`src/rtl/game_pkg.sv`:
```
// Shared game-bus definitions: state codes, display glyph codes and helpers.
// Latency: n/a (types, constants and pure functions only).
// Backpressure: n/a.
package game_pkg;

  // Game state codes driven by the state controller. Codes 2 and 7 are undefined.
  localparam logic [2:0] ST_IDLE      = 3'd0;
  localparam logic [2:0] ST_SETTING   = 3'd1;
  localparam logic [2:0] ST_COUNTDOWN = 3'd3;
  localparam logic [2:0] ST_RACING    = 3'd4;
  localparam logic [2:0] ST_PAUSE     = 3'd5;
  localparam logic [2:0] ST_FINISH    = 3'd6;

  // Default clk cycles per second (100 MHz board clock).
  localparam int unsigned SECOND_DEFAULT = 100_000_000;

  // Largest value the 4-digit display can show.
  localparam logic [13:0] SEC_MAX = 14'd9999;

  // Glyph codes: the numeric glyphs are deliberately 0..9 so a BCD nibble
  // maps onto its glyph by a plain cast.
  typedef enum logic [4:0] {
    GL_0, GL_1, GL_2, GL_3, GL_4, GL_5, GL_6, GL_7, GL_8, GL_9,
    GL_BLANK, GL_DASH, GL_S, GL_T, GL_E, GL_G, GL_O
  } glyph_t;

  function automatic logic is_illegal_state(input logic [2:0] s);
    return (s == 3'd2) || (s == 3'd7);
  endfunction

  function automatic glyph_t digit_glyph(input logic [3:0] bcd);
    return glyph_t'({1'b0, bcd});
  endfunction

  // Shift-and-add-3 conversion of a 14-bit value (0..9999) to four BCD digits.
  function automatic logic [15:0] bin_to_bcd(input logic [13:0] bin);
    logic [29:0] sh;
    sh = {16'd0, bin};
    for (int i = 0; i < 14; i++) begin
      for (int k = 0; k < 4; k++) begin
        if (sh[14 + 4*k +: 4] >= 4'd5) begin
          sh[14 + 4*k +: 4] = sh[14 + 4*k +: 4] + 4'd3;
        end
      end
      sh = sh << 1;
    end
    return sh[29:14];
  endfunction

endpackage

```
`src/rtl/seg7_glyph.sv`:
```
// Glyph code to 7-segment pattern lookup, shared by the display blocks.
// Latency: combinational.
// Backpressure: none.
//   glyph : glyph code (game_pkg::glyph_t)
//   seg_n : segments {g,f,e,d,c,b,a}, active-low (seg_n[0] = a)
module seg7_glyph
  import game_pkg::*;
(
  input  glyph_t     glyph,
  output logic [6:0] seg_n
);

  logic [6:0] lit;

  always_comb begin
    lit = 7'h00;
    case (glyph)
      GL_0:     lit = 7'h3F;
      GL_1:     lit = 7'h06;
      GL_2:     lit = 7'h5B;
      GL_3:     lit = 7'h4F;
      GL_4:     lit = 7'h66;
      GL_5:     lit = 7'h6D;
      GL_6:     lit = 7'h7D;
      GL_7:     lit = 7'h07;
      GL_8:     lit = 7'h7F;
      GL_9:     lit = 7'h6F;
      GL_DASH:  lit = 7'h40;
      GL_S:     lit = 7'h6D;
      GL_T:     lit = 7'h78;
      GL_E:     lit = 7'h79;
      GL_G:     lit = 7'h3D;
      GL_O:     lit = 7'h5C;
      default:  lit = 7'h00;
    endcase
    seg_n = ~lit;
  end

endmodule

```
`src/rtl/race_state_decoder.sv`:
```
// Game-state consumer: 4-digit muxed 7-seg display, race seconds timer, start/end pulses.
// Latency: 1 clk from state / countdown_val / race_seconds / scan counter to seg, an, dp.
// Backpressure: none; free-running, every output updates every cycle.
//   clk, rst         : clock, synchronous active-high reset
//   state            : game state code (3 bits), countdown_val: countdown digit 3..0
//   seg, an, dp      : active-low segments a..g, digit anodes (an[0] rightmost), decimal point
//   race_seconds     : elapsed race seconds 0..9999
//   race_start/end   : one-cycle pulses on COUNTDOWN->RACING / RACING->FINISH
//   illegal_state    : state held an undefined code on the previous cycle
module race_state_decoder
  import game_pkg::*;
#(
  parameter int unsigned SECOND     = SECOND_DEFAULT,
  parameter int unsigned SCAN_BITS  = 18,
  parameter int unsigned BLINK_HALF = 50_000_000
) (
  input  logic        clk,
  input  logic        rst,
  input  logic [2:0]  state,
  input  logic [1:0]  countdown_val,
  output logic [6:0]  seg,
  output logic [3:0]  an,
  output logic        dp,
  output logic [13:0] race_seconds,
  output logic        race_start,
  output logic        race_end,
  output logic        illegal_state
);

  localparam int unsigned SUB_W   = (SECOND > 1) ? $clog2(SECOND) : 1;
  localparam int unsigned BLINK_W = $clog2(2 * BLINK_HALF);

  localparam logic [SUB_W-1:0]   SUB_LAST   = SUB_W'(SECOND - 1);
  localparam logic [BLINK_W-1:0] BLINK_LAST = BLINK_W'(2 * BLINK_HALF - 1);
  localparam logic [BLINK_W-1:0] BLINK_VIS  = BLINK_W'(BLINK_HALF);

  logic [SCAN_BITS-1:0] scan_cnt;
  logic [SUB_W-1:0]     sub_cnt, sub_nxt;
  logic [13:0]          sec_nxt;
  logic [BLINK_W-1:0]   blink_cnt, blink_nxt;
  logic [2:0]           prev_state;
  logic [15:0]          bcd_q;

  logic [1:0]  digit;
  logic [3:0]  cur_bcd;
  logic        blink_visible;
  glyph_t      glyph;
  logic [6:0]  glyph_seg_n;
  logic        dp_nxt;

  assign digit         = scan_cnt[SCAN_BITS-1 -: 2];
  assign cur_bcd       = bcd_q[{digit, 2'b00} +: 4];
  assign blink_visible = (blink_cnt < BLINK_VIS);

  // Race timer: counts only in RACING, cleared in IDLE/COUNTDOWN, held otherwise.
  always_comb begin
    sub_nxt = sub_cnt;
    sec_nxt = race_seconds;
    case (state)
      ST_RACING: begin
        if (sub_cnt == SUB_LAST) begin
          sub_nxt = '0;
          if (race_seconds != SEC_MAX) begin
            sec_nxt = race_seconds + 14'd1;
          end
        end else begin
          sub_nxt = sub_cnt + SUB_W'(1);
        end
      end
      ST_IDLE, ST_COUNTDOWN: begin
        sub_nxt = '0;
        sec_nxt = '0;
      end
      default: ;
    endcase
  end

  // Blink phase restarts from the visible half on every entry to PAUSE.
  always_comb begin
    blink_nxt = '0;
    if (state == ST_PAUSE) begin
      blink_nxt = (blink_cnt == BLINK_LAST) ? '0 : blink_cnt + BLINK_W'(1);
    end
  end

  // Glyph and decimal point for the digit currently being scanned.
  always_comb begin
    glyph  = GL_BLANK;
    dp_nxt = 1'b1;
    case (state)
      ST_IDLE: glyph = GL_DASH;
      ST_SETTING: begin
        case (digit)
          2'd3:    glyph = GL_S;
          2'd2:    glyph = GL_E;
          2'd1:    glyph = GL_T;
          default: glyph = GL_BLANK;
        endcase
      end
      ST_COUNTDOWN: begin
        if (countdown_val == 2'd0) begin
          if (digit == 2'd1)      glyph = GL_G;
          else if (digit == 2'd0) glyph = GL_O;
        end else if (digit == 2'd0) begin
          glyph = glyph_t'({3'b000, countdown_val});
        end
      end
      ST_RACING: glyph = digit_glyph(cur_bcd);
      ST_PAUSE:  glyph = blink_visible ? digit_glyph(cur_bcd) : GL_BLANK;
      ST_FINISH: begin
        glyph  = digit_glyph(cur_bcd);
        dp_nxt = (digit != 2'd0);
      end
      default: glyph = GL_E;
    endcase
  end

  seg7_glyph u_glyph (
    .glyph (glyph),
    .seg_n (glyph_seg_n)
  );

  always_ff @(posedge clk) begin
    if (rst) begin
      scan_cnt      <= '0;
      sub_cnt       <= '0;
      race_seconds  <= '0;
      blink_cnt     <= '0;
      prev_state    <= ST_IDLE;
      bcd_q         <= '0;
      seg           <= 7'h7F;
      an            <= 4'hF;
      dp            <= 1'b1;
      race_start    <= 1'b0;
      race_end      <= 1'b0;
      illegal_state <= 1'b0;
    end else begin
      scan_cnt      <= scan_cnt + SCAN_BITS'(1);
      sub_cnt       <= sub_nxt;
      race_seconds  <= sec_nxt;
      blink_cnt     <= blink_nxt;
      prev_state    <= state;
      // BCD tracks the next seconds value so the display sees the new
      // count in the same cycle race_seconds shows it, plus one register.
      bcd_q         <= bin_to_bcd(sec_nxt);
      seg           <= glyph_seg_n;
      an            <= ~(4'b0001 << digit);
      dp            <= dp_nxt;
      race_start    <= (prev_state == ST_COUNTDOWN) && (state == ST_RACING);
      race_end      <= (prev_state == ST_RACING) && (state == ST_FINISH);
      illegal_state <= is_illegal_state(state);
    end
  end

endmodule

```
`config.mk`:
```
export PLATFORM = sky130hd
export DESIGN_NAME = race_state_decoder
export DESIGN_NICKNAME = d
export VERILOG_FILES = /design/src/rtl/game_pkg.sv /design/src/rtl/seg7_glyph.sv /design/src/rtl/race_state_decoder.sv
export SDC_FILE = /design/constraint.sdc
export NUM_CORES = 1
export LEC_CHECK = 0
export ABC_AREA = 1
export BUFFER_PORTS_ARGS = -buffer_cell sky130_fd_sc_hd__buf_4
export CELL_PAD_IN_SITES_DETAIL_PLACEMENT = 1
export CELL_PAD_IN_SITES_GLOBAL_PLACEMENT = 2
export CORE_UTILIZATION = 32
export DETAILED_ROUTE_END_ITERATION = 16
export PLACE_DENSITY = 0.86
export SETUP_SLACK_MARGIN = 0.1
export SYNTH_ARGS = -nofsm -noshare
export SYNTH_HDL_FRONTEND = slang
export SYNTH_HIERARCHICAL = 1
export SYNTH_SLANG_ARGS = --single-unit
```
`constraint.sdc`:
```
create_clock -name clk -period 8.8 [get_ports clk]
set_clock_uncertainty 0.15 [all_clocks]
set_input_delay 1.32 -clock clk [delete_from_list [all_inputs] [get_ports clk]]
set_output_delay 1.32 -clock clk [all_outputs]
set_load 0.02 [all_outputs]
```
==> metrics.txt, run 1 <==
status=finished clean; CP most frequent cell=nand2_2; I/O Buffers=35; Cell Area, Synth=about 0.0084 mm^2; worst slew pin tran=0.990 ns; Clock Latency Late Sink=0.42 ns; largest family of logic cells by synthesized area=simple AND/OR/NAND/NOR gates; YS warnings=6; first-pass GRT wire length=40.4 mm; Adder-Cell Fraction of Synth Area=0.0490; Final TNS setup=0 ns; die area=0.0270 mm^2; Antenna Violating Nets Remaining=0; site row count=59; Post-Syn Area per Cell=6.50 um^2; worst path required time=8.96 ns; largest area contributor in the netlist=dfxtp_1; Mapped Nets=approximately 1300; XOR/XNOR share of the synthesized area=0.0218; relative slew slack=0.339; Post-DP Area=0.00961 mm^2; period utilisation layout=0.951; TritonCTS Buffers=17; fin. max-slew vios=0; Setup Slack @ Placement=-0.526 ns; layout cells sized above 1=0.266; gr ovfl total=0; number of remaining DRC errors=0; via count=8727; Power Dens Cells=273 mW/mm^2; final instance area=approximately 0.011 mm^2; Final Power=2.94 mW; crit path capture type=flip-flop; Finished Core Util=0.415; H-tree depth=4; CTS tree=yes; Tot GR Track Use=0.183; post-layout minimum cycle time=8.37 ns; largest net degree at the start of global routing=47; number of global-route vias before repair=8868; Final setup viols=0; Final WS setup=0.432 ns; Die X-Extent=164 um; CTS Buffer Depth=2; fill cell count=3363; WL per Instance=13.6 um; crit path launch type=input pin; Post-Synthesis Cells=approximately 1300; CP max FO=5; clock sinks=119; Seq cells post-synth=119; number of diodes=0; Final HPWL DP=approximately 18 mm; largest cells by area after synthesis=dfxtp_1, nand2_1, inv_1; io pins=36; Total Wirelength=about 24 mm; slowest stage delay, CP=between 0.2 and 0.25 ns; Root Buffer=clkbuf_16; CP Data Arrival Time=roughly 8.5 ns; fmax=119 MHz; Simple-Gate Fraction of Synth Area=0.434; TritonRoute pass-1 iters=4; Worst VDD drop=between 0.15 and 0.2 mV; DR iter-0 viols=370; Core Region=0.0260 mm^2; Distinct cells, synth=52; Max stage delay cell, worst path=or2_1; vias per inst=4.93; Die Y-Extent=between 150 and 200 um; nets=1461; Area growth syn-to-layout=27.7%; Compound-Gate Fraction of Synth Area=0.112; routability congestion estimate=0.857; Setup CP Type=input pin to flip-flop; final hold violation count=0; Max Cap Viol=0; post-synthesis mux area share=0; Hold WC Path Type=flip-flop to flip-flop; sequential fraction of the synthesis area=0.282; Initial Util=0.325; Clk pin slew, worst setup/hold paths=0.05 ns; initial antenna violation count=0; LEAKAGE=4.88 nW; area fraction of the dominant cell type after synthesis=0.282
-- sequential cells by signal, summed over array words and instances (netlist names), named ones only --
| signal | count |
|---|---|
| an | 4 |
| race_end | 1 |
| scan_cnt | 18 |
| seg | 7 |
| illegal_state | 1 |
| sub_cnt | 27 |
| blink_cnt | 27 |
| bcd_q | 15 |
| race_start | 1 |
| dp | 1 |
| prev_state | 3 |
| race_seconds | 13 |
-- stage by stage --
stage | hold slack [ns] | instances
after detailed placement | 0.276 | 1715
final | 0.279 | 1769
after global placement | 0.256 | 1715
after global routing | 0.294 | 1769
after CTS | 0.284 | 1749
after floorplan | 0.247 | 1298
-- final timing paths --
check | end | cells past startpoint | slack [ns] | from
worst max-delay path | bcd_q[14] | 69 | 0.43 | state[0]
worst min register to register | race_end | 1 | 0.28 | prev_state[1]
worst max register to register | bcd_q[14] | 70 | 0.60 | sub_cnt[0]
worst min-delay path | race_end | 1 | 0.28 | prev_state[1]
-- Yosys cell counts (all sizes together) --
library cell and number:
and3b 1, a21o 2, nor3 37, dfxtp 119, o21a 5, nand2 358, nor3b 13, and2 5
ha 33, o21ai 56, a221oi 5, nor2 147, inv 203, xor2 17, o2111ai 1, a211oi 5
a21oi 59, a21boi 1, nand3b 7, clkbuf 13, clkinv 1, or2 9, buf 3, nor4 11
a22oi 5, a31oi 5, o211ai 8, o21bai 1, xnor2 4, o311ai 1, nand4 33, o31ai 1
bufinv 1, o221ai 1, a22o 2, nand3 125
-- layout make-up --
type                            count  area (um^2)  share of cell area
Tap cell                          335          419              0.0389
Inverter                          205          790              0.0733
Multi-Input combinational cell    958         5640               0.523
Sequential cell                   119         2380               0.221
Timing Repair Buffer              120          901              0.0836
Clock inverter                     15          220              0.0204
Clock buffer                       17          425              0.0395
-- repair_timing --
action / in CTS / in global routing
pin swaps: 8 / 38
buffers inserted: 2 / 20
hold buffers: 0 / 0
hold endpoints to repair: 0 / 0
gates resized for setup: 13 / 75
setup endpoints to repair: 5 / 11
-- metal layers --
layer,vias up,GRT usage,share of wire
met2,64,0.334,0.51
li1,4474,-,-
met3,29,0.0258,0.016
met5,-,0,0
met1,4160,0.216,0.45
met4,0,0.0661,0.017
-- logic make-up after synthesis --
kind of cell | Yosys count
xor+xnor | 21
flops | 119
simple gates | 746
compound gates | 158
fa+ha+maj | 33
buf+inv | 221
-- layout by cell type, fill, tap and decap left out, drive strengths merged, types with 2 or more instances in the layout --
| master | instances |
|---|---|
| xnor2 | 4 |
| a22o | 2 |
| o21a | 5 |
| nand3b | 7 |
| a31oi | 5 |
| nor4 | 11 |
| a22oi | 5 |
| o211ai | 8 |
| o21ai | 56 |
| dfxtp | 119 |
| clkinv | 8 |
| ha | 33 |
| nor2 | 147 |
| a21o | 2 |
| clkbuf | 17 |
| a211oi | 5 |
| inv | 206 |
| nand4 | 33 |
| nand3 | 125 |
| a21oi | 59 |
| a221oi | 5 |
| bufinv | 5 |
| xor2 | 17 |
| and2 | 5 |
| nand2 | 358 |
| nor3 | 37 |
| nor3b | 13 |
| buf | 120 |
| or2 | 9 |
-- power breakdown --
group,internal (mW),switching [mW]
Sequential,0.582,0.0130
Clock,0.481,0.274
Combinational,0.582,1.01
Total,1.64,1.29
-- critical path: cells and delay by family --
| kind | cells | cell delay [ns] |
|---|---|---|
| buf+inv | 15 | 1.00 |
| simple gates | 38 | 3.74 |
| compound gates | 7 | 0.86 |
| xor+xnor | 1 | 0.16 |
| fa+ha+maj | 8 | 1.44 |
Note: power is estimated with default switching activity, not from simulation.
==> run 2: changes to the inputs <==
--- a/config.mk
+++ b/config.mk
@@ -9,9 +9,9 @@
 export BUFFER_PORTS_ARGS = -buffer_cell sky130_fd_sc_hd__buf_4
 export CELL_PAD_IN_SITES_DETAIL_PLACEMENT = 1
 export CELL_PAD_IN_SITES_GLOBAL_PLACEMENT = 2
-export CORE_UTILIZATION = 32
+export CORE_UTILIZATION = 35
 export DETAILED_ROUTE_END_ITERATION = 16
-export PLACE_DENSITY = 0.86
+export PLACE_DENSITY = 0.89
 export SETUP_SLACK_MARGIN = 0.1
 export SYNTH_ARGS = -nofsm -noshare
 export SYNTH_HDL_FRONTEND = slang
==> constraint.sdc (replaced) <==
create_clock -name clk -period 9.2 [get_ports clk]
set_clock_uncertainty 0.15 [all_clocks]
set_input_delay 1.38 -clock clk [delete_from_list [all_inputs] [get_ports clk]]
set_output_delay 1.38 -clock clk [all_outputs]
set_load 0.02 [all_outputs]
==> run 2 against run 1 <==
Net effect:
- clock power down 7.7%
- core utilization up 2.2 points
- count of clock-buffer cells in the layout unchanged
- sequential power down 4.2%
==> metrics.txt, run 2 (synthesized netlist as in run 1, its figures left out) <==
status=finished clean; crit path capture type=flip-flop; Tot GR Track Use=0.190 (+0.00689); Root Buffer=clkbuf_16; crit path launch type=input pin; fmax=116 MHz; Final setup viols=0 (unchanged); Power Dens Cells=262 mW/mm^2 (-3.9%); critical path's top delay family=simple AND/OR/NAND/NOR gates; number of global-route vias before repair=8497 (-4.2%); Worst VDD drop=0.175 mV (-12%); initial antenna violation count=0 (unchanged); r2r worst-path depth=72 (+2.9%); nets=1420 (-2.8%); CP Data Arrival Time=8.86 ns (+0.33 ns); Final Instance Count excl. Fillers=1712 (-3.2%); Setup CP Type=input pin to flip-flop; LEAKAGE=4.63 nW (-5.3%); r2r startpoint=race_seconds[1]; vias per inst=4.96 (+0.56%); HP Start=prev_state[0]; Final WS setup=0.554 ns (+0.123 ns); Die X-Extent=157 um (-4.3%); CTS Buffer Depth=2 (unchanged); number of diodes=0 (unchanged); TritonRoute pass-1 iters=4 (unchanged); Antenna Violating Nets Remaining=0 (unchanged); Core Region=0.0235 mm^2 (-9.4%); CP Buf/Inv Count=21 (+6); H-tree depth=4 (unchanged); io pins=36 (unchanged); Worst Setup SP=state[0]; Clock Latency Late Sink=0.43 ns (about the same); Hold WC Path Type=flip-flop to flip-flop; Max stage delay cell, worst path=or2_2; Final TNS setup=0 ns (unchanged); WL per Instance=13.4 um (-1.6%); clock sinks=119 (unchanged); CP Depth=73 (+5.8%); # hold bufs at CTS=0 (unchanged); period utilisation layout=0.940; Cells after DPL=1667 (-2.8%); DR iter-0 viols=244 (-34%); routability congestion estimate=0.846 (-1.3%); CTS tree=yes; Max Cap Viol=0 (unchanged); post-layout minimum cycle time=8.65 ns; via count=8493 (-2.7%); final hold violation count=0 (unchanged); Finished Core Util=0.437 (+0.0224); site row count=56 (-5.1%); I/O Buffers=35 (unchanged); fin. max-slew vios=0 (unchanged); Final HPWL DP=17.2 mm (-5.1%); Final Power=2.70 mW (-8.3%); most common cell after layout, fill and taps aside=nand2_1; relative slew slack=0.374 (+0.0341); gr ovfl total=0 (unchanged); worst slew pin tran=0.931 ns (-0.0587 ns); hold depth=1 (unchanged); Area growth syn-to-layout=22.0%; slowest stage delay, CP=0.28 ns (+0.05 ns); most frequent cells in the layout=nand2_1, inv_1, nor2_1; Initial Util=0.358 (+0.0337); layout cells sized above 1=0.230 (-0.0360); die area=0.0247 mm^2 (-8.5%); TritonCTS Buffers=17 (unchanged); number of remaining DRC errors=0 (unchanged); first-pass GRT wire length=38.5 mm (-4.9%); Total Wirelength=22.9 mm (-4.7%); CP most frequent cell=nand2_2; Die Y-Extent=157 um (-4.3%); Clk pin slew, worst setup/hold paths=0.06 ns (about the same); CP max FO=4 (-1); largest registers=blink_cnt: 27 flops, sub_cnt: 27 flops, scan_cnt: 18 flops; worst path required time=9.41 ns (+0.45 ns); Setup Slack @ Placement=-0.434 ns (+0.0914 ns); largest net degree at the start of global routing=47 (unchanged)
==> run 2: worst paths after layout <==
path / to / slack, ns
max: bcd_q[14] / 0.55
min: race_end / 0.28
max reg2reg: bcd_q[14] / 0.88
min reg2reg: race_end / 0.28
==> run 2: repair_timing <==
| item | in CTS | in global routing |
|---|---|---|
| setup buffers | 0 | 13 |
| gates cloned | 0 | 0 |
| pin swaps | 2 | 29 |
| setup endpoints to repair | 2 | 11 |
| resized for setup | 2 | 68 |
==> run 2: where the power goes <==
part	internal, mW	switching, mW	leakage (nW)	total (mW)
Clock	0.432	0.265	0.289	0.697
Combinational	0.500	0.928	3.37	1.43
Sequential	0.556	0.0133	0.967	0.570
==> run 2: layout make-up <==
cell class | instances | area [um^2]
clock buffer | 17 | 425
clock inverter | 15 | 193
fill | 3086 | 13300
inverter | 205 | 785
multi-input combinational | 958 | 5510
sequential | 119 | 2380
tap | 319 | 399
timing repair buffer | 79 | 597
==> run 2: worst register-to-register path, delay by kind of cell (launching register included) <==
| kind | cells | cell delay [ns] |
|---|---|---|
| and+or+nand+nor | 38 | 3.51 |
| adders and majority gates | 9 | 1.74 |
| buffers and inverters | 17 | 1.28 |
| AOI/OAI and AO/OA | 7 | 0.94 |
| DFF | 1 | 0.48 |
| xor gates and xnor gates | 1 | 0.16 |
==> run 2: metrics by stage <==
| step | hold WS [ns] | cell area, um^2 |
|---|---|---|
| 2_1_floorplan | 0.247 | 8450 |
| 3_3_place_gp | 0.256 | 9280 |
| 3_5_place_dp | 0.274 | 9280 |
| 4_1_cts | 0.282 | 9910 |
| 5_1_grt | 0.302 | 10300 |
| 6_report | 0.280 | 10300 |
==> run 2: layer usage <==
metal	global-route usage	share of wire	vias to the layer above
met5	0	0	-
met3	0.0289	0.016	29
met1	0.234	0.48	4017
met4	0.0550	0.015	0
met2	0.339	0.49	58
li1	-	-	4389
